===== src/rtl/instr_fetch_if.sv =====
// Bundle of the instruction fetch stage's three conversations: the
// instruction-memory read port, the valid/ready link to the decoder, and the
// redirect input from branch/jump resolution.
//
// Handshake semantics:
//   mem_req/mem_addr: once mem_req is high, mem_addr stays fixed until the
//     cycle in which mem_ack is high; mem_rdata is taken in that cycle.
//     A request is never withdrawn.
//   instr_valid/instr_ready: the head word moves on a rising edge where both
//     are high; instr/instr_pc stay fixed while instr_valid is high and
//     instr_ready is low.
//   redirect: level-sampled each edge, redirect_pc is taken in that cycle.
interface instr_fetch_if #(
    parameter int WORD_SIZE = 16
);
    logic                 mem_req;
    logic [WORD_SIZE-1:0] mem_addr;
    logic                 mem_ack;
    logic [WORD_SIZE-1:0] mem_rdata;
    logic [WORD_SIZE-1:0] instr;
    logic [WORD_SIZE-1:0] instr_pc;
    logic                 instr_valid;
    logic                 instr_ready;
    logic                 redirect;
    logic [WORD_SIZE-1:0] redirect_pc;

    // Fetch stage side.
    modport master (
        output mem_req, mem_addr, instr, instr_pc, instr_valid,
        input  mem_ack, mem_rdata, instr_ready, redirect, redirect_pc
    );

    // Memory / decoder / branch-unit side.
    modport slave (
        input  mem_req, mem_addr, instr, instr_pc, instr_valid,
        output mem_ack, mem_rdata, instr_ready, redirect, redirect_pc
    );
endinterface


===== src/rtl/instr_fetch.sv =====
// Instruction fetch stage: owns the program counter, keeps at most one memory
// read outstanding, buffers returned words in a 2-entry {word, pc} FIFO whose
// head feeds the decoder, and flushes/refetches on redirect.
module instr_fetch #(
    parameter int                   WORD_SIZE = 16,
    parameter logic [WORD_SIZE-1:0] RESET_PC  = '0
) (
    input  logic          clk,
    input  logic          rst_n,
    instr_fetch_if.master bus,
    output logic [1:0]    dbg_state,
    output logic [1:0]    dbg_count
);
    typedef enum logic [1:0] {
        IDLE    = 2'd0,
        REQ     = 2'd1,
        DISCARD = 2'd2
    } state_t;

    localparam logic [WORD_SIZE-1:0] PC_STEP = {{(WORD_SIZE-1){1'b0}}, 1'b1};

    state_t               state_q, state_d;
    logic                 req_q, req_d;
    logic [WORD_SIZE-1:0] addr_q, addr_d;
    logic [WORD_SIZE-1:0] fetch_pc_q, fetch_pc_d;
    logic [WORD_SIZE-1:0] pc_inc;
    logic [1:0]           count_q, count_d;
    logic                 issue_ok;
    logic                 push, pop;

    // FIFO slot 0 is always the head; slot 1 is the second-oldest word.
    logic [WORD_SIZE-1:0] word0_q, pc0_q, word1_q, pc1_q;

    assign pop    = (count_q != 2'd0) && bus.instr_ready;
    // Only a live request in REQ delivers data; a redirect in the same cycle
    // drops it together with the rest of the flushed stream.
    assign push   = (state_q == REQ) && bus.mem_ack && !bus.redirect;
    assign pc_inc = fetch_pc_q + PC_STEP;

    // Next-state, request and occupancy logic.
    always_comb begin
        state_d    = state_q;
        req_d      = req_q;
        addr_d     = addr_q;
        fetch_pc_d = fetch_pc_q;
        if (bus.redirect) begin
            count_d = 2'd0;
        end else begin
            count_d = count_q + 2'(push) - 2'(pop);
        end
        // A new request may go out only if its word is guaranteed a slot.
        issue_ok = (count_d <= 2'd1);

        unique case (state_q)
            IDLE: begin
                if (bus.redirect) begin
                    fetch_pc_d = bus.redirect_pc;
                    req_d      = 1'b1;
                    addr_d     = bus.redirect_pc;
                    state_d    = REQ;
                end else if (issue_ok) begin
                    req_d   = 1'b1;
                    addr_d  = fetch_pc_q;
                    state_d = REQ;
                end
            end
            REQ: begin
                if (bus.redirect) begin
                    fetch_pc_d = bus.redirect_pc;
                    if (bus.mem_ack) begin
                        addr_d = bus.redirect_pc;
                    end else begin
                        // The request cannot be withdrawn; wait it out.
                        state_d = DISCARD;
                    end
                end else if (bus.mem_ack) begin
                    fetch_pc_d = pc_inc;
                    if (issue_ok) begin
                        addr_d = pc_inc;
                    end else begin
                        req_d   = 1'b0;
                        state_d = IDLE;
                    end
                end
            end
            DISCARD: begin
                if (bus.redirect) begin
                    fetch_pc_d = bus.redirect_pc;
                end
                if (bus.mem_ack) begin
                    // FIFO is empty here, so the next fetch can go out at once.
                    addr_d  = bus.redirect ? bus.redirect_pc : fetch_pc_q;
                    state_d = REQ;
                end
            end
            default: begin
                req_d   = 1'b0;
                state_d = IDLE;
            end
        endcase
    end

    // FSM, request port, fetch PC and FIFO occupancy registers.
    always_ff @(posedge clk or negedge rst_n) begin
        if (!rst_n) begin
            state_q    <= IDLE;
            req_q      <= 1'b0;
            addr_q     <= RESET_PC;
            fetch_pc_q <= RESET_PC;
            count_q    <= 2'd0;
        end else begin
            state_q    <= state_d;
            req_q      <= req_d;
            addr_q     <= addr_d;
            fetch_pc_q <= fetch_pc_d;
            count_q    <= count_d;
        end
    end

    // FIFO storage: shift on pop, write the new word behind the survivors.
    always_ff @(posedge clk or negedge rst_n) begin
        if (!rst_n) begin
            word0_q <= '0;
            pc0_q   <= '0;
            word1_q <= '0;
            pc1_q   <= '0;
        end else if (!bus.redirect) begin
            if (pop) begin
                if (push && (count_q == 2'd1)) begin
                    word0_q <= bus.mem_rdata;
                    pc0_q   <= addr_q;
                end else begin
                    word0_q <= word1_q;
                    pc0_q   <= pc1_q;
                    if (push) begin
                        word1_q <= bus.mem_rdata;
                        pc1_q   <= addr_q;
                    end
                end
            end else if (push) begin
                if (count_q == 2'd0) begin
                    word0_q <= bus.mem_rdata;
                    pc0_q   <= addr_q;
                end else begin
                    word1_q <= bus.mem_rdata;
                    pc1_q   <= addr_q;
                end
            end
        end
    end

    assign bus.mem_req     = req_q;
    assign bus.mem_addr    = addr_q;
    assign bus.instr       = word0_q;
    assign bus.instr_pc    = pc0_q;
    assign bus.instr_valid = (count_q != 2'd0);

    assign dbg_state = state_q;
    assign dbg_count = count_q;
endmodule


===== src/flat_wrapper.sv =====
// flat-port wrapper written by rule: the top's interface ports become plain ports
module instr_fetch_flat 
#(
    parameter int                   WORD_SIZE = 16,
    parameter logic [WORD_SIZE-1:0] RESET_PC  = '0
)
  (clk, rst_n, dbg_state, dbg_count, bus_mem_req, bus_mem_addr, bus_instr, bus_instr_pc, bus_instr_valid, bus_mem_ack, bus_mem_rdata, bus_instr_ready, bus_redirect, bus_redirect_pc);
  instr_fetch_if #(.WORD_SIZE(WORD_SIZE)) bus_i ();
  input  logic clk;
  input  logic rst_n;
  output logic [1:0] dbg_state;
  output logic [1:0] dbg_count;
  output wire logic [$bits(bus_i.mem_req)-1:0] bus_mem_req;
  output wire logic [$bits(bus_i.mem_addr)-1:0] bus_mem_addr;
  output wire logic [$bits(bus_i.instr)-1:0] bus_instr;
  output wire logic [$bits(bus_i.instr_pc)-1:0] bus_instr_pc;
  output wire logic [$bits(bus_i.instr_valid)-1:0] bus_instr_valid;
  input wire logic [$bits(bus_i.mem_ack)-1:0] bus_mem_ack;
  input wire logic [$bits(bus_i.mem_rdata)-1:0] bus_mem_rdata;
  input wire logic [$bits(bus_i.instr_ready)-1:0] bus_instr_ready;
  input wire logic [$bits(bus_i.redirect)-1:0] bus_redirect;
  input wire logic [$bits(bus_i.redirect_pc)-1:0] bus_redirect_pc;
  assign bus_mem_req = bus_i.mem_req;
  assign bus_mem_addr = bus_i.mem_addr;
  assign bus_instr = bus_i.instr;
  assign bus_instr_pc = bus_i.instr_pc;
  assign bus_instr_valid = bus_i.instr_valid;
  assign bus_i.mem_ack = bus_mem_ack;
  assign bus_i.mem_rdata = bus_mem_rdata;
  assign bus_i.instr_ready = bus_instr_ready;
  assign bus_i.redirect = bus_redirect;
  assign bus_i.redirect_pc = bus_redirect_pc;
  instr_fetch #(.WORD_SIZE(WORD_SIZE), .RESET_PC(RESET_PC)) u_core (.clk(clk), .rst_n(rst_n), .bus(bus_i), .dbg_state(dbg_state), .dbg_count(dbg_count));
endmodule

===== config.mk =====
export PLATFORM = sky130hd
export DESIGN_NAME = instr_fetch_flat
export DESIGN_NICKNAME = d
export VERILOG_FILES = /design/src/rtl/instr_fetch_if.sv /design/src/rtl/instr_fetch.sv /design/src/flat_wrapper.sv
export SDC_FILE = /design/constraint.sdc
export NUM_CORES = 1
export LEC_CHECK = 0
export ABC_AREA = 1
export ABC_CLOCK_PERIOD_IN_PS = 5200
export CAP_MARGIN = 30
export CORE_MARGIN = 4
export CORE_UTILIZATION = 56
export DETAILED_ROUTE_END_ITERATION = 16
export PLACE_DENSITY = 0.84
export SLEW_MARGIN = 40
export SYNTH_ARGS = -nofsm -noshare
export SYNTH_HDL_FRONTEND = slang
export SYNTH_SLANG_ARGS = --single-unit

===== constraint.sdc =====
create_clock -name clk -period 5.2 [get_ports clk]
set_input_delay 0.78 -clock clk [delete_from_list [all_inputs] [get_ports clk]]
set_output_delay 0.78 -clock clk [all_outputs]
set_load 0.01 [all_outputs]

==> metrics.log <==
INFO  metric tns = 0 ps
INFO  metric wire_per_inst = 13.85 µm
INFO  metric clock_insertion_delay_worst_skew = 360 ps
INFO  metric ant_nets = 0
INFO  metric worst_ir_drop_vdd = 0.3871 mV
INFO  metric number_of_port_buffers = 90
INFO  metric hold_viol = 0
INFO  metric cts_tree = yes
INFO  metric period_share = 0.5564
INFO  metric element_type_at_the_critical_path_start = input port
INFO  metric leakagePower = 3.233 nW
INFO  metric grt_first_pass_wirelength = 22020 µm
INFO  metric rrSetupSlack = 2390 ps
INFO  metric postRouteWirelength = 13060 µm
INFO  metric postCtsHoldBufs = 0
INFO  metric final_cell_count_no_fill = 943
INFO  metric post-route-util = 0.6917
INFO  metric synthFlopType = sky130_fd_sc_hd__dfrtp_1
INFO  metric timing.critical_path.max_delay_family = buffers and inverters
INFO  metric detailed_route_vias_per_instance = 5.205
INFO  metric worst-path-buf-inv = 4
INFO  metric final_design_area_no_fill = 6391 µm²
INFO  metric post_cts_resize_count = 0
INFO  metric worstSetupPathType = in2reg
INFO  metric worst_r2r_endpoint = u_core.bus.mem_addr[11]$_DFFE_PN0P_
INFO  metric worstSetupEndpointType = flop
INFO  metric grt_max_degree = 65
INFO  metric dpl-instance-area = 6197 µm²
INFO  metric post-dp-hpwl = 8919 µm
INFO  metric ctsLongestPathBuffers = 2
INFO  metric global_route.overflow_total = 0
INFO  metric detailed_route_wirelength_on_metal3 = 886 µm
INFO  metric slowest_stage = sky130_fd_sc_hd__clkdlybuf4s50_1
INFO  metric synth_seq_cells = 101
INFO  metric grt_usage = 0.2391
INFO  metric ys.warnings.count = 0
INFO  metric dpl.cell_count = 927
INFO  metric grt_pass1_vias = 4642
INFO  metric clock-skew-final = 7.133 ps
INFO  metric synth.most_common_cell = sky130_fd_sc_hd__nand2_1
INFO  metric worstSetupPathDepth = 12
INFO  metric critPathMaxStageDelay = 490 ps
INFO  metric crit_fanout = 17
INFO  metric outcome = finished, final reports clean
INFO  metric detailedRoute.firstPassIterationCount = 5
INFO  metric reg2reg_from = u_core.dbg_state[0]$_DFFE_PN0P_
INFO  metric tritoncts_num_sinks = 101
INFO  metric area_delta_synth_final = 20.70%
INFO  metric number_of_enable_type_register_cells_in_the_synthesized_netlist = 0
INFO  metric synth.cell_area = 5295 µm²
INFO  metric worst_r2r_path_depth = 9
INFO  metric synth_cell_count_leaders = sky130_fd_sc_hd__nand2_1 (285), sky130_fd_sc_hd__dfrtp_1 (101), sky130_fd_sc_hd__inv_1 (67), sky130_fd_sc_hd__nor2_1 (67), sky130_fd_sc_hd__o21ai_0 (65)
INFO  metric cts.reportedPaths.clkPinSlew = 100 ps
INFO  metric final_net_count = 849
INFO  metric dr_wl_met2 = 6324 µm
INFO  metric unrepaired_setup_endpoints_after_global_routing = no
INFO  metric detail_route.drc_violations = 0
INFO  metric ios = 91
INFO  metric finalMaxSlewViolations = 0
INFO  metric floorplan.die_area = 11080 µm²
INFO  metric routed.top_layer = met4
INFO  metric syn_avg_cell_area = 7.165 µm²
INFO  metric fmax = 0.3456 GHz
INFO  metric worst_pin_slew = 775.1 ps
INFO  metric synth_cells = 739
INFO  metric final_critical_path_time_including_i_o_delays_and_setup = 2893 ps
INFO  metric dr_total_vias = 4908
INFO  metric num_antenna_cells = 0
INFO  metric clockRootBuffer = sky130_fd_sc_hd__clkbuf_8
INFO  metric gp_congestion = 0.8566
INFO  metric power-per-cell-area = 600.9 nW/µm²
INFO  metric htree_levels = 3
INFO  metric floorplan.initialDensity = 0.5731
INFO  metric slew-limit-headroom = 0.4827
INFO  metric ys_seq_area_frac = 0.4773
INFO  metric synth_fp_nets = 779
INFO  metric die_y = 105.2 µm
INFO  metric crit_chain = clkdlybuf4s50_1 > inv_1 > nor2_2 > ha_1 > inv_1 > ha_1 > nand3b_1 > nand3_2 > o21ai_4 > inv_2 > nand3_1 > nand2_1
INFO  metric drive_gt1_frac = 0.04545
INFO  metric synth.distinct_cells = 30
INFO  metric synth_top_area_frac = 0.4773
INFO  metric wirelength_met1 = 5670 µm
INFO  metric cts_setup_buffers = 0
INFO  metric timing.final.setup_violations = 0
INFO  metric synth_largest_area_cell = sky130_fd_sc_hd__dfrtp_1
INFO  metric initial_antenna_violation_count = 0
INFO  metric synth_area_leaders = sky130_fd_sc_hd__dfrtp_1 (48%), sky130_fd_sc_hd__nand2_1 (20%), sky130_fd_sc_hd__o21ai_0 (6.1%)
INFO  metric maximum_capacitance_violations = 0
INFO  metric initialDrtViolationCount = 328
INFO  metric fp-row-count = 35
INFO  metric cts-buffers-inserted = 9
INFO  metric timing.critical_path.arrival = 3150 ps
INFO  metric worst-endpoint-required = 5450 ps
INFO  metric min_path_type = in2async
INFO  metric design.core.area = 9240 µm²
INFO  metric proportion_of_synthesized_flip_flops_having_asynchronous_set_or_reset = 1.000
INFO  metric chipWidth = 105.2 µm
## cell usage in the layout, fill, tap and decap left out, types with 2 or more instances in the layout
cell	netlist	layout
sky130_fd_sc_hd__nand2_1	285	285
sky130_fd_sc_hd__dfrtp_1	101	100
sky130_fd_sc_hd__clkdlybuf4s50_1	0	88
sky130_fd_sc_hd__inv_1	67	67
sky130_fd_sc_hd__nor2_1	67	67
sky130_fd_sc_hd__o21ai_0	65	65
sky130_fd_sc_hd__o21ai_1	42	42
sky130_fd_sc_hd__nand3_1	24	24
sky130_fd_sc_hd__a21oi_1	15	15
sky130_fd_sc_hd__clkbuf_8	0	10
sky130_fd_sc_hd__nand4_1	8	8
sky130_fd_sc_hd__inv_2	5	5
sky130_fd_sc_hd__o21a_1	3	3
sky130_fd_sc_hd__ha_1	3	3
sky130_fd_sc_hd__buf_4	8	3
sky130_fd_sc_hd__nor2_2	2	2
sky130_fd_sc_hd__nand2_2	3	2
sky130_fd_sc_hd__nand3_2	2	2
sky130_fd_sc_hd__nand2_4	1	2
sky130_fd_sc_hd__clkinv_1	2	2
sky130_fd_sc_hd__nor3_1	2	2
sky130_fd_sc_hd__a22oi_1	2	2
sky130_fd_sc_hd__clkinv_4	0	2
sky130_fd_sc_hd__inv_8	0	2
sky130_fd_sc_hd__clkinvlp_4	0	2
## report_power, final
part / switching, mW / leakage [nW] / internal, mW
registers: 0.301 / 1.26 / 1.16
logic: 1.11 / 1.88 / 0.786
clock network: 0.286 / 0.0925 / 0.196
## layer usage
metal,global-route usage,up-vias
li1,-,2455
met4,0.06842,0
met5,0,-
met2,0.4053,192
met3,0.02756,14
met1,0.3251,2247
## state kept, by name, summed over array words and instances, names as in the netlist
register and flops:
u_core.pc1_q 16, u_core.dbg_state 2, u_core.word1_q 16, u_core.bus.mem_addr 16, u_core.fetch_pc_q 16, u_core.bus.instr 16, u_core.bus.mem_req 1, u_core.dbg_count 2
u_core.bus.instr_pc 16
## cell type report
| type | instances | area [µm²] |
|---|---|---|
| fill | 781 | 2849 |
| sequential | 101 | 2529 |
| multi-input combinational | 531 | 2322 |
| timing repair buffer | 92 | 908.4 |
| inverter | 74 | 277.8 |
| tap | 129 | 161.4 |
| clock buffer | 10 | 137.6 |
| clock inverter | 6 | 55.05 |
## stage by stage
step           total power, mW  hold WS, ps  setup slack (ps)
2_1_floorplan            2.619        453.7              2807
3_3_place_gp             3.276        456.9              1398
3_5_place_dp             3.354        473.6              1950
4_1_cts                  3.851        415.3              2082
5_1_grt                  4.184        442.6              2072
6_report                 3.840        400.4              2307
## worst max-delay path by stage
stage,start,endpoint,slack [ps]
6_report,bus_instr_ready,u_core.bus.mem_addr[11]$_DFFE_PN0P_,2310
4_1_cts,u_core.dbg_state[0]$_DFFE_PN0P_,u_core.bus.mem_addr[11]$_DFFE_PN0P_,2080
5_1_grt,bus_instr_ready,u_core.bus.mem_addr[11]$_DFFE_PN0P_,2070
3_3_place_gp,bus_redirect,u_core.bus.instr_pc[14]$_DFFE_PN0P_,1400
2_1_floorplan,bus_instr_ready,u_core.bus.mem_addr[11]$_DFFE_PN0P_,2810
3_5_place_dp,bus_instr_ready,u_core.bus.mem_addr[11]$_DFFE_PN0P_,1950
## worst register-to-register path, stage by stage (launching register included)
cell and delay, ps:
sky130_fd_sc_hd__dfrtp_2 660, sky130_fd_sc_hd__nand2_2 340, sky130_fd_sc_hd__nor3_4 330, sky130_fd_sc_hd__ha_1 220
sky130_fd_sc_hd__nand3b_1 140, sky130_fd_sc_hd__nand3_2 150, sky130_fd_sc_hd__o21ai_4 410, sky130_fd_sc_hd__inv_2 230
sky130_fd_sc_hd__nand3_1 170, sky130_fd_sc_hd__nand2_1 60
## cells by family (layout without fill, tap and decap cells)
group	after synthesis	in the layout	share of synthesized area
buf+inv	107	182	0.08507
fa+ha+maj	3	3	0.007090
flops	101	101	0.4773
simple gates	397	397	0.3010
compound gates	131	131	0.1295
Power figures use the tool's default switching activity.
